File: src/rtl/mag_power_ctrl.sv
// Magnetron power controller: IDLE/COOK/PAUSE/DONE sequencer with a level-selected
// duty cycle on mag and a combinational door interlock.
module mag_power_ctrl #(
  parameter int LVL_W = 2,
  parameter int SLOT  = 5,
  parameter int PH_W  = 5
) (
  input  logic             clk,
  input  logic             rst,
  input  logic             startn,
  input  logic             stopn,
  input  logic             clearn,
  input  logic             door_closed,
  input  logic             timer_done,
  input  logic [LVL_W-1:0] power_level,
  output logic             mag,
  output logic [1:0]       state,
  output logic             done
);

  localparam int LEVELS = 2 ** LVL_W;
  localparam int PERIOD = SLOT * LEVELS;
  localparam int CMP_W  = LVL_W + $clog2(SLOT) + 1;
  localparam int CW     = (CMP_W > PH_W) ? CMP_W : PH_W;

  typedef enum logic [1:0] {
    IDLE  = 2'd0,
    COOK  = 2'd1,
    PAUSE = 2'd2,
    DONE  = 2'd3
  } state_e;

  state_e           state_q, state_d;
  logic [PH_W-1:0]  phase_q, phase_d;
  logic [LVL_W-1:0] lvl_q, lvl_d;
  logic             startn_q;
  logic             door_q;

  logic             start_ev_s;
  logic             door_open_ev_s;
  logic [CW-1:0]    on_lim_s;
  logic [CW-1:0]    phase_ext_s;

  assign start_ev_s     = startn_q & ~startn;
  assign door_open_ev_s = door_q & ~door_closed;

  // State, phase, latched level and edge-detect history
  always_ff @(posedge clk) begin
    if (rst) begin
      state_q  <= IDLE;
      phase_q  <= {PH_W{1'b0}};
      lvl_q    <= {LVL_W{1'b0}};
      startn_q <= 1'b1;
      door_q   <= 1'b0;
    end else begin
      state_q  <= state_d;
      phase_q  <= phase_d;
      lvl_q    <= lvl_d;
      startn_q <= startn;
      door_q   <= door_closed;
    end
  end

  // Next-state logic; clear overrides every per-state rule
  always_comb begin
    state_d = state_q;
    phase_d = phase_q;
    lvl_d   = lvl_q;
    if (!clearn) begin
      state_d = IDLE;
      phase_d = {PH_W{1'b0}};
    end else begin
      case (state_q)
        IDLE: begin
          if (start_ev_s && door_closed && stopn && !timer_done) begin
            state_d = COOK;
            phase_d = {PH_W{1'b0}};
            lvl_d   = power_level;
          end else begin
            state_d = IDLE;
          end
        end
        COOK: begin
          if (phase_q == PH_W'(PERIOD - 1)) begin
            phase_d = {PH_W{1'b0}};
          end else begin
            phase_d = phase_q + PH_W'(1);
          end
          if (!stopn || !door_closed) begin
            state_d = PAUSE;
          end else if (timer_done) begin
            state_d = DONE;
          end else begin
            state_d = COOK;
          end
        end
        PAUSE: begin
          // Phase is held so a resume continues the same duty period
          if (timer_done) begin
            state_d = DONE;
          end else if (start_ev_s && door_closed && stopn) begin
            state_d = COOK;
            lvl_d   = power_level;
          end else begin
            state_d = PAUSE;
          end
        end
        DONE: begin
          if (door_open_ev_s) begin
            state_d = IDLE;
          end else begin
            state_d = DONE;
          end
        end
        default: begin
          state_d = IDLE;
          phase_d = {PH_W{1'b0}};
        end
      endcase
    end
  end

  // On-window length is (level+1) slots; widened so the top level cannot overflow
  assign on_lim_s    = (CW'(lvl_q) + CW'(1)) * CW'(SLOT);
  assign phase_ext_s = CW'(phase_q);

  assign mag   = (state_q == COOK) && (phase_ext_s < on_lim_s) && door_closed;
  assign state = state_q;
  assign done  = (state_q == DONE);

endmodule

File: config.mk
export PLATFORM = sky130hd
export DESIGN_NAME = mag_power_ctrl
export DESIGN_NICKNAME = d
export VERILOG_FILES = /design/src/rtl/mag_power_ctrl.sv
export SDC_FILE = /design/constraint.sdc
export NUM_CORES = 1
export LEC_CHECK = 0
export CAP_MARGIN = 10
export CORE_MARGIN = 5
export CORE_UTILIZATION = 34
export DETAILED_ROUTE_END_ITERATION = 10
export SYNTH_ARGS = -nofsm -noshare
export SYNTH_HDL_FRONTEND = slang
export SYNTH_SLANG_ARGS = --single-unit
File: constraint.sdc
create_clock -name clk -period 2.1 [get_ports clk]
set_input_delay 0.315 -clock clk [delete_from_list [all_inputs] [get_ports clk]]
set_output_delay 0.315 -clock clk [all_outputs]
set_load 0.01 [all_outputs]
==> Word level (Yosys, flattened, before mapping) <==
Cells that the tools add are included.
{ "classes": {"order_cmp": 1, "n_mul": 1, "add_sub_neg": 2, "eq_ne": 7, "n_reduce_logical": 15, "bitwise": 5, "mux": 14} }
{ "op_table": {"columns": ["operator", "count"], "rows": [
  ["two-way mux 2 bit", 8],
  ["two-way mux 5 bit", 2],
  ["case mux 5 bit (2 select lines)", 1],
  ["case mux 2 bit (4 select lines)", 1],
  ["less-than comparator 5 x 6 -> 1 bit", 1],
  ["multiplier 3 x 3 -> 6 bit (second input constant)", 1],
  ["inequality test 2 bit (second input constant)", 3],
  ["adder 5 x 1 -> 5 bit (second input constant)", 1],
  ["== test 5 bit (second input constant)", 1],
  ["logical AND 1 bit", 5],
  ["AND reduction 5 bit", 1],
  ["== test 2 bit (second input constant)", 2],
  ["case mux 2 bit (2 select lines)", 1],
  ["nonzero test 2 bit", 2],
  ["adder 2 x 1 -> 3 bit (second input constant)", 1],
  ["logical NOT 1 bit", 3],
  ["inverter 1 bit", 3],
  ["bitwise AND 1 bit", 2],
  ["== test 2 x 1 -> 1 bit (second input constant)", 1],
  ["logical NOT 2 bit", 1],
  ["AND reduction 2 bit", 1],
  ["OR reduction 2 bit", 1],
  ["logical OR 1 bit", 1],
  ["two-way mux 1 bit", 1]
]} }
{ "word_totals": {"word_cells": 50, "register_bits": 11, "input_bits": 9} }

==> Logic depth before layout (Yosys ltp) <==
Gate-level depths: netlist of run 1.
{ "logic_depth": {"depth_word": 7, "mapped_depth": 7, "mapped_depth_nobuf": 7} }

==> Worst setup path after synthesis of run 1 <==
OpenSTA, ideal clock, no wires.
{ "synth_path": {"path_kind": "register to output", "startpoint": "register lvl_q[1]", "endpoint": "output mag", "stages_incl_launch_ff": 8, "n_path_buf": 0, "required_time_ns": 1.785, "arrival_ns": 1.442, "slack_ns": 0.343, "cell_sequence": "dfxtp_1 inv_1 ha_1 ha_1 o21a_1 o211ai_1 a221oi_1 nor2_1"} }
{ "synth_between": {"elab_chain_cells": 5} }
{ "synth_rtl": {"columns": ["item", "line", "rtl"], "rows": [
  ["from (decl)", "35", "logic [LVL_W-1:0] lvl_q, lvl_d;"],
  ["from (signal assigned)", "52", "lvl_q <= {LVL_W{1'b0}};"],
  ["from (signal assigned)", "58", "lvl_q <= lvl_d;"],
  ["adder 2 x 1 -> 3 bit", "124", "assign on_lim_s = (CW'(lvl_q) + CW'(1)) * CW'(SLOT);"],
  ["multiplier 3 x 3 -> 6 bit", "124", null],
  ["less-than comparator 5 x 6 -> 1 bit", "127", "assign mag = (state_q == COOK) && (phase_ext_s < on_lim_s) && door_closed;"],
  ["logical AND 1 bit (2 in a row)", "127", null],
  ["to (decl)", "16", "output logic mag,"]
]} }
Every way passes these cells.

==> Worst setup path in the final report of run 1 <==
Same ends and word-level chain as after synthesis.

==> flow_metrics.tcl, run 1 <==
set metrics [dict create \
    worst_pin_slew_ps 369 \
    hpwl_mm 1.14 \
    synth_edf_count 0 \
    pre_cts_ws_ps -139 \
    drtPass1Iterations 4 \
    initialDrtViolationCount 15 \
    ys_ff_latch 11 \
    fin_crit_ps 2070 \
    overflow 0 \
    postLayoutCoreUtil 0.473 \
    ys_types 36 \
    wl_met3_um 76 \
    vias 663 \
    ant_nets 0 \
    endpoint_kind "primary output" \
    power.leakage_nw 0.325 \
    drt-total-wl_mm 1.51 \
    n_antenna_cell 0 \
    ioPinCount 13 \
    area_growth_pct 32.3 \
    core_mm2 0.00198 \
    cts_tree "built" \
    drcViolationCount 0 \
    die-area_mm2 0.00310 \
    path_cells "inv_2, ha_4, ha_4, o21a_1, o211ai_1, a221oi_1, nor2_1, buf_2" \
    period_share 0.983 \
    async_reset_ff_frac 0 \
    crit_type "reg2out" \
    top_layer "met4" \
    clkLatencyLatePin_ps 260 \
    critical_path.max_stage_delay_ps 330 \
    chipWidth_um 55.6 \
    cts_buffers 3 \
    critPathMaxFanout 3 \
    holdBufCountCts 0 \
    status "finished, final reports clean" \
    drive_gt1_frac 0.202 \
    cp_slowest_cell "dfxtp_2" \
    cts_root_buf "clkbuf_4" \
    wl_per_cell_um 11.9 \
    yosys.area.top_type "dfxtp_1" \
    yosysSeqAreaShare 0.311 \
    syn_area_per_cell_um2 8.85 \
    worst-path-buf-inv 2 \
    holdWs_ps 548 \
    die_h_um 55.6 \
    worstSetupStartpointType "flip-flop" \
    crit_family "adder cells" \
    io_buffers 12 \
    syn_nets 96 \
    path_clk_slew_ps 70 \
    cp_data_arrival_time_ps 1750 \
    path_depth 8 \
    grt_pass1_vias 570 \
    cpMostUsedCell "ha_4" \
    initial_utilization 0.357 \
    antenna_found_initial 0 \
    grt_max_degree 12 \
    synth_common_cells "dfxtp_1, ha_1, nor2_1" \
    grt_pass1_wl_mm 2.55 \
    layout_setup_ws_ps 34.9 \
    wl_met1_um 698 \
    worst_clock_skew_ps 2.01 \
    fin_area_um2 937 \
    rows 16 \
    min_path_type "reg2reg" \
    synth_top_area_share 0.311 \
    cap_viol_max_count 0 \
    cts_sinks 11 \
    synthCells 80 \
    setup_viol 0 \
    rr_worst_depth 4 \
    syn_area_um2 708 \
    required_ps 1780 \
    clockBufferDepth 2 \
    relSlewSlack 0.752 \
    final-hold-violation-count 0 \
    r2r_setup_slack_ps 630 \
    nNetsFinal 116 \
    ys_warn_count 0 \
    viasPerCell 5.26 \
    power_density_mw_per_mm2 423 \
    max_clock_freq_mhz 484 \
    slew_viol_final 0 \
    cts-htree-levels 1 \
    peakVddDrop_v 0.000233 \
    dpl_cell_area_um2 883 \
    ys.flop_type "dfxtp_1" \
    whs_path_depth 2 \
    dr_wl_met2_um 719 \
    yosys.cell_count.top_type "dfxtp_1" \
    gp_congestion 0.762 \
    grt_usage 0.103 \
    netlist_top_cells_area "dfxtp_1, ha_1, nand2b_1" \
    rsz0062_at_grt "yes" \
]
where the power goes:
part | internal (mW) | leakage (nW) | switching (mW)
sequential | 0.211 | 0.0902 | 0.00132
combinational | 0.0226 | 0.220 | 0.0178
clock | 0.0734 | 0.0150 | 0.0701
total | 0.307 | 0.325 | 0.0892
worst register-to-register path: cells and delay by family, from the launching register on:
family          cells  cell delay (ps)
fa+ha+maj           1              250
flops               1              350
simple gates        2              630
compound gates      1              160
cell families (layout without fill, tap and decap cells):
kind of cell | count (synthesis) | in the layout | share of synthesized area
AOI/OAI and AO/OA | 18 | 18 | 0.182
buffers and inverters | 6 | 25 | 0.0442
muxes | 2 | 2 | 0.0283
DFF | 11 | 11 | 0.311
and+or+nand+nor | 36 | 36 | 0.311
adders and majority gates | 7 | 7 | 0.124
state kept, by name (all words and copies together) (netlist names):
signal    count
door_q        1
phase_q       5
startn_q      1
state         2
lvl_q         2
layer usage:
layer | GRT usage | vias to the layer above
met5 | 0 | -
met4 | 0.0590 | 0
met3 | 0.0278 | 2
met2 | 0.150 | 16
met1 | 0.135 | 306
li1 | - | 339
cells in the final DEF (no fill, tap or decap), drive strengths merged, types with 4 or more instances in the layout:
cell type	n
o21ai	4
dfxtp	11
ha	7
nand2	5
nor2	6
buf	6
nand3	4
inv	4
nand2b	5
clkdlybuf4s50	11
clkbuf	4
nor2b	4
path summary, 6_finish.rpt:
path | from | to
hold / removal | phase_q[1]$_SDFFE_PP0P_ | phase_q[1]$_SDFFE_PP0P_
setup reg to reg | phase_q[0]$_SDFFE_PP0P_ | phase_q[3]$_SDFFE_PP0P_
hold reg to reg | phase_q[1]$_SDFFE_PP0P_ | phase_q[1]$_SDFFE_PP0P_
setup / recovery | lvl_q[1]$_SDFFE_PP0P_ | mag
timing repair:
| action | 4_1_cts | 5_1_grt |
|---|---|---|
| setup buffers | 0 | 0 |
| gates resized for setup | 8 | 2 |
| endpoints found under the hold margin | 0 | 0 |
| setup endpoints to repair | 1 | 1 |
| pin swaps | 1 | 1 |
per-stage QoR:
| stage | TNS (ps) | power, mW | instances |
|---|---|---|---|
| 2_1_floorplan | 0 | 0.234 | 80 |
| 3_3_place_gp | -99.9 | 0.256 | 122 |
| 3_5_place_dp | -139 | 0.257 | 122 |
| 4_1_cts | 0 | 0.404 | 126 |
| 5_1_grt | -33.5 | 0.424 | 126 |
| 6_report | 0 | 0.397 | 126 |
final cells by class:
class                   instances  area, µm²
inverters                       4       15.0
fillers                       184       1040
flip-flops and latches         11        223
clock buffers                   4       26.3
multi-input cells              63        487
well taps                      27       33.8
repair buffers                 17        153
Note: power is estimated with default switching activity, not from simulation.
==> run 2, diff against run 1 <==
--- a/config.mk
+++ b/config.mk
@@ -8,7 +8,9 @@
 export CAP_MARGIN = 10
 export CORE_MARGIN = 5
 export CORE_UTILIZATION = 34
+export CTS_CLUSTER_SIZE = 16
 export DETAILED_ROUTE_END_ITERATION = 10
+export SETUP_SLACK_MARGIN = 0.2
 export SYNTH_ARGS = -nofsm -noshare
 export SYNTH_HDL_FRONTEND = slang
 export SYNTH_SLANG_ARGS = --single-unit
==> flow_metrics.tcl, run 2 (synthesis gave the netlist of run 1 again) <==
set metrics [dict create \
    setup_viol 0 \
    ioPinCount 13 \
    relSlewSlack 0.752 \
    cp_slowest_cell "dfxtp_2" \
    tns_ps 0 \
    dpl_cell_area_um2 883 \
    cap_viol_max_count 0 \
    drive_gt1_frac 0.202 \
    gp_congestion 0.762 \
    power_density_mw_per_mm2 423 \
    antenna_found_initial 0 \
    final-hold-violation-count 0 \
    power.leakage_nw 0.325 \
    worst_pin_slew_ps 369 \
    min_path_type "reg2reg" \
    peakVddDrop_v 0.000233 \
    cts_root_buf "clkbuf_4" \
    wl_per_cell_um 12.0 \
    initialDrtViolationCount 15 \
    die_h_um 55.6 \
    nNetsFinal 116 \
    slew_viol_final 0 \
    cts_sinks 11 \
    chipWidth_um 55.6 \
    drtPass1Iterations 4 \
    holdBufCountCts 0 \
    io_buffers 12 \
    cpMostUsedCell "ha_4" \
    power_mw 0.397 \
    crit_type "reg2out" \
    fin_crit_ps 2070 \
    drcViolationCount 0 \
    final_common_cell "clkdlybuf4s50_1" \
    cts-htree-levels 1 \
    worstSetupStartpointType "flip-flop" \
    core_mm2 0.00198 \
    final_cell_mix "clkdlybuf4s50_1, dfxtp_1, nor2_1" \
    initial_utilization 0.357 \
    worst_clock_skew_ps 2.01 \
    grt_max_degree 12 \
    grt_pass1_vias 572 \
    status "finished, final reports clean" \
    critPathMaxFanout 3 \
    cts_tree "built" \
    grt_pass1_wl_mm 2.53 \
    grt_usage 0.103 \
    nFillCells 184 \
    hpwl_mm 1.14 \
    drt-total-wl_mm 1.51 \
    fin_area_um2 937 \
    rows 16 \
    cts_buffers 3 \
    required_ps 1780 \
    area_growth_pct 32.3 \
    postLayoutCoreUtil 0.473 \
    viasPerCell 5.25 \
    endpoint_kind "primary output" \
    largest_reg_flops 5 \
    ant_nets 0 \
    rsz0062_at_grt "yes" \
    max_clock_freq_mhz 484 \
    path_clk_slew_ps 70 \
    n_antenna_cell 0 \
    critical_path.max_stage_delay_ps 330 \
    period_share 0.984 \
    cts_setup_buffers 0 \
    overflow 0 \
    path_cells "inv_2, ha_4, ha_4, o21a_1, o211ai_1, a221oi_1, nor2_1, buf_2" \
    clkLatencyLatePin_ps 260 \
    die-area_mm2 0.00310 \
    clockBufferDepth 2 \
    regMostFlops "phase_q" \
    vias 662 \
    cp_data_arrival_time_ps 1750 \
]
run 2: cell counts in the layout (fill, tap and decap cells not counted):
Identical to the previous run, type by type.
run 2: final timing paths:
kind	slack (ps)	cells past startpoint	to	startpoint
setup reg to reg	630	4	phase_q[3]$_SDFFE_PP0P_	phase_q[0]$_SDFFE_PP0P_
hold reg to reg	550	2	phase_q[1]$_SDFFE_PP0P_	phase_q[1]$_SDFFE_PP0P_
hold / removal	550	2	phase_q[1]$_SDFFE_PP0P_	phase_q[1]$_SDFFE_PP0P_
setup / recovery	30	8	mag	lvl_q[1]$_SDFFE_PP0P_
run 2: layout make-up:
| type | count | area, µm² | share of cell area |
|---|---|---|---|
| Timing Repair Buffer | 17 | 153 | 0.163 |
| Clock buffer | 4 | 26.3 | 0.0280 |
| Inverter | 4 | 15.0 | 0.0160 |
| Tap cell | 27 | 33.8 | 0.0360 |
| Sequential cell | 11 | 223 | 0.238 |
| Multi-Input combinational cell | 63 | 487 | 0.519 |
run 2: per-stage QoR:
step | setup slack, ps | cells | hold WS, ps
after detailed placement | -139 | 122 | 511
final | 34.5 | 126 | 548
after floorplan | 343 | 80 | 387
after global placement | -99.9 | 122 | 499
after CTS | 6.61 | 126 | 521
after global routing | -32.1 | 126 | 580
run 2: layer usage:
layer | wire (µm) | vias up | global-route usage
li1 | - | 339 | -
met1 | 699 | 305 | 0.134
met2 | 719 | 16 | 0.150
met3 | 76 | 2 | 0.0278
met4 | 11 | 0 | 0.0590
met5 | 0 | - | 0
run 2: worst max-delay path, delay by kind of cell, from the launching register on:
| family | cells | cell delay (ps) |
|---|---|---|
| fa+ha+maj | 2 | 480 |
| compound gates | 3 | 430 |
| flops | 1 | 330 |
| buf+inv | 2 | 180 |
| simple gates | 1 | 60 |
run 2: report_power, final:
group,switching [mW],internal [mW]
Clock,0.0701,0.0734
Sequential,0.00132,0.211
Combinational,0.0178,0.0226
run 2: what timing repair did:
| item | in CTS | in global routing |
|---|---|---|
| pin swaps | 1 | 1 |
| resized for setup | 8 | 2 |
| setup endpoints to repair | 1 | 1 |
==> run 3, diff against run 2 <==
--- a/config.mk
+++ b/config.mk
@@ -6,10 +6,13 @@
 export NUM_CORES = 1
 export LEC_CHECK = 0
 export CAP_MARGIN = 10
+export CELL_PAD_IN_SITES_DETAIL_PLACEMENT = 0
+export CELL_PAD_IN_SITES_GLOBAL_PLACEMENT = 2
 export CORE_MARGIN = 5
-export CORE_UTILIZATION = 34
+export CORE_UTILIZATION = 30
 export CTS_CLUSTER_SIZE = 16
 export DETAILED_ROUTE_END_ITERATION = 10
+export PLACE_DENSITY_LB_ADDON = 0.1
 export SETUP_SLACK_MARGIN = 0.2
 export SYNTH_ARGS = -nofsm -noshare
 export SYNTH_HDL_FRONTEND = slang
==> flow_metrics.tcl, run 3 (synthesis gave the netlist of run 1 again) <==
set metrics [dict create \
    cap_viol_max_count 0 \
    gp_congestion 0.752 \
    cts_sinks 11 \
    vias 652 \
    max_clock_freq_mhz 489 \
    chipWidth_um 58.6 \
    worst_clock_skew_ps 0.718 \
    largest_reg_flops 5 \
    sw_frac_of_total 0.230 \
    worst_pin_slew_ps 391 \
    io_buffers 12 \
    path_cells "inv_2, ha_4, ha_4, o21a_1, o211ai_1, a221oi_2, nor2_1, buf_2" \
    endpoint_kind "primary output" \
    overflow 0 \
    viasPerCell 5.02 \
    reg2reg_to "phase_q[3]$_SDFFE_PP0P_" \
    grt_pass1_wl_mm 2.82 \
    nNetsFinal 119 \
    fin_area_um2 970 \
    clkPwrFrac 0.364 \
    cp_data_arrival_time_ps 1730 \
    initial_utilization 0.317 \
    dpl_cell_area_um2 907 \
    intPower_mw 0.307 \
    worstSetupStartpointType "flip-flop" \
    min_path_type "reg2reg" \
    ant_nets 0 \
    seqPwrFrac 0.532 \
    cts_root_buf "clkbuf_4" \
    relSlewSlack 0.737 \
    r2r_start "phase_q[0]$_SDFFE_PP0P_" \
    critPathMaxFanout 3 \
    drive_gt1_frac 0.245 \
    rsz0062_at_grt "yes" \
    cts_tree "built" \
    final_cells 130 \
    grt_pass1_vias 637 \
    cts-htree-levels 1 \
    power.switching_mw 0.0920 \
    crit_type "reg2out" \
    area_growth_pct 36.9 \
    required_ps 1780 \
    min_to "phase_q[1]$_SDFFE_PP0P_" \
    r2r_setup_slack_ps 630 \
    hpwl_mm 1.33 \
    final_common_cell "clkdlybuf4s50_1" \
    rows 17 \
    tns_ps 0 \
    critical_path.max_stage_delay_ps 340 \
    slew_viol_final 0 \
    drtPass1Iterations 4 \
    cpMostUsedCell "ha_4" \
    die_h_um 58.6 \
    rr_worst_depth 4 \
    dp.cells 126 \
    peakVddDrop_v 0.000241 \
    cp_slowest_cell "dfxtp_2" \
    whs_path_depth 2 \
    cts_buffers 3 \
    die-area_mm2 0.00343 \
    grt_usage 0.109 \
    power_density_mw_per_mm2 412 \
    fin_crit_ps 2050 \
    wl_per_cell_um 13.2 \
    power.leakage_nw 0.338 \
    drt-total-wl_mm 1.72 \
    drcViolationCount 0 \
    core_mm2 0.00223 \
    period_share 0.974 \
    initialDrtViolationCount 9 \
    antenna_found_initial 0 \
    n_antenna_cell 0 \
    worstHoldStart "phase_q[1]$_SDFFE_PP0P_" \
    grt_max_degree 12 \
    postLayoutCoreUtil 0.434 \
    final-hold-violation-count 0 \
    status "finished, final reports clean" \
    final_cell_mix "clkdlybuf4s50_1, dfxtp_1, buf_4, nor2_1, nand2_1" \
    holdBufCountCts 0 \
    setup_viol 0 \
    clockBufferDepth 2 \
    ioPinCount 13 \
    regMostFlops "phase_q" \
    clkLatencyLatePin_ps 260 \
    path_clk_slew_ps 70 \
    combinationalPowerShare 0.103 \
]
## run 3: cell types whose count changed in the layout (fill, tap and decap cells not counted)
cell      before  now
buf_4          5    8
a221oi_1       1    0
ha_2           0    1
ha_1           5    4
a221oi_2       0    1
## run 3: how the worst max path moves through the flow
stage,from,endpoint,slack [ps],depth (start not counted)
2_1_floorplan,lvl_q[1]$_SDFFE_PP0P_,mag,340,7
3_3_place_gp,lvl_q[1]$_SDFFE_PP0P_,mag,-130,8
3_5_place_dp,lvl_q[1]$_SDFFE_PP0P_,mag,-150,8
4_1_cts,lvl_q[1]$_SDFFE_PP0P_,mag,-20,8
5_1_grt,lvl_q[1]$_SDFFE_PP0P_,mag,-70,8
6_report,lvl_q[1]$_SDFFE_PP0P_,mag,50,8
## run 3: critical path, delay by kind of cell (launching register included)
family / cells / cell delay, ps
buf+inv: 2 / 180
simple gates: 1 / 60
fa+ha+maj: 2 / 480
flops: 1 / 340
compound gates: 3 / 420
## run 3: timing repair
action | CTS | global route
gates resized for setup | 9 | 3
buffers inserted | 0 | 0
gates cloned | 0 | 0
pin swaps | 1 | 1
endpoints found under the setup margin | 1 | 1
## run 3: cell type report
type	instances	area, µm²
fill	251	1260
multi-input combinational	63	495
sequential	11	223
timing repair buffer	20	175
tap	28	35.0
clock buffer	4	26.3
inverter	4	15.0
## run 3: power by group through the flow
stage          registers (mW)  clock network, mW  logic, mW
6_report                0.213              0.146     0.0412
5_1_grt                 0.213              0.169     0.0449
4_1_cts                 0.213              0.154     0.0411
3_5_place_dp            0.217                  0     0.0402
3_3_place_gp            0.217                  0     0.0399
2_1_floorplan           0.218                  0     0.0159
## run 3: layer usage
metal  track usage  part of all wire
met4        0.0583            0.0082
met1         0.146              0.52
met2         0.164              0.45
met5             0                 0
met3        0.0219             0.029
## run 3: stage by stage
stage | setup WS (ps) | hold WS (ps) | total power [mW]
floorplan | 343 | 387 | 0.234
global placement | -129 | 509 | 0.257
detailed placement | -152 | 517 | 0.258
CTS | -23.1 | 559 | 0.408
global route | -65.4 | 603 | 0.427
finish | 54.8 | 564 | 0.399
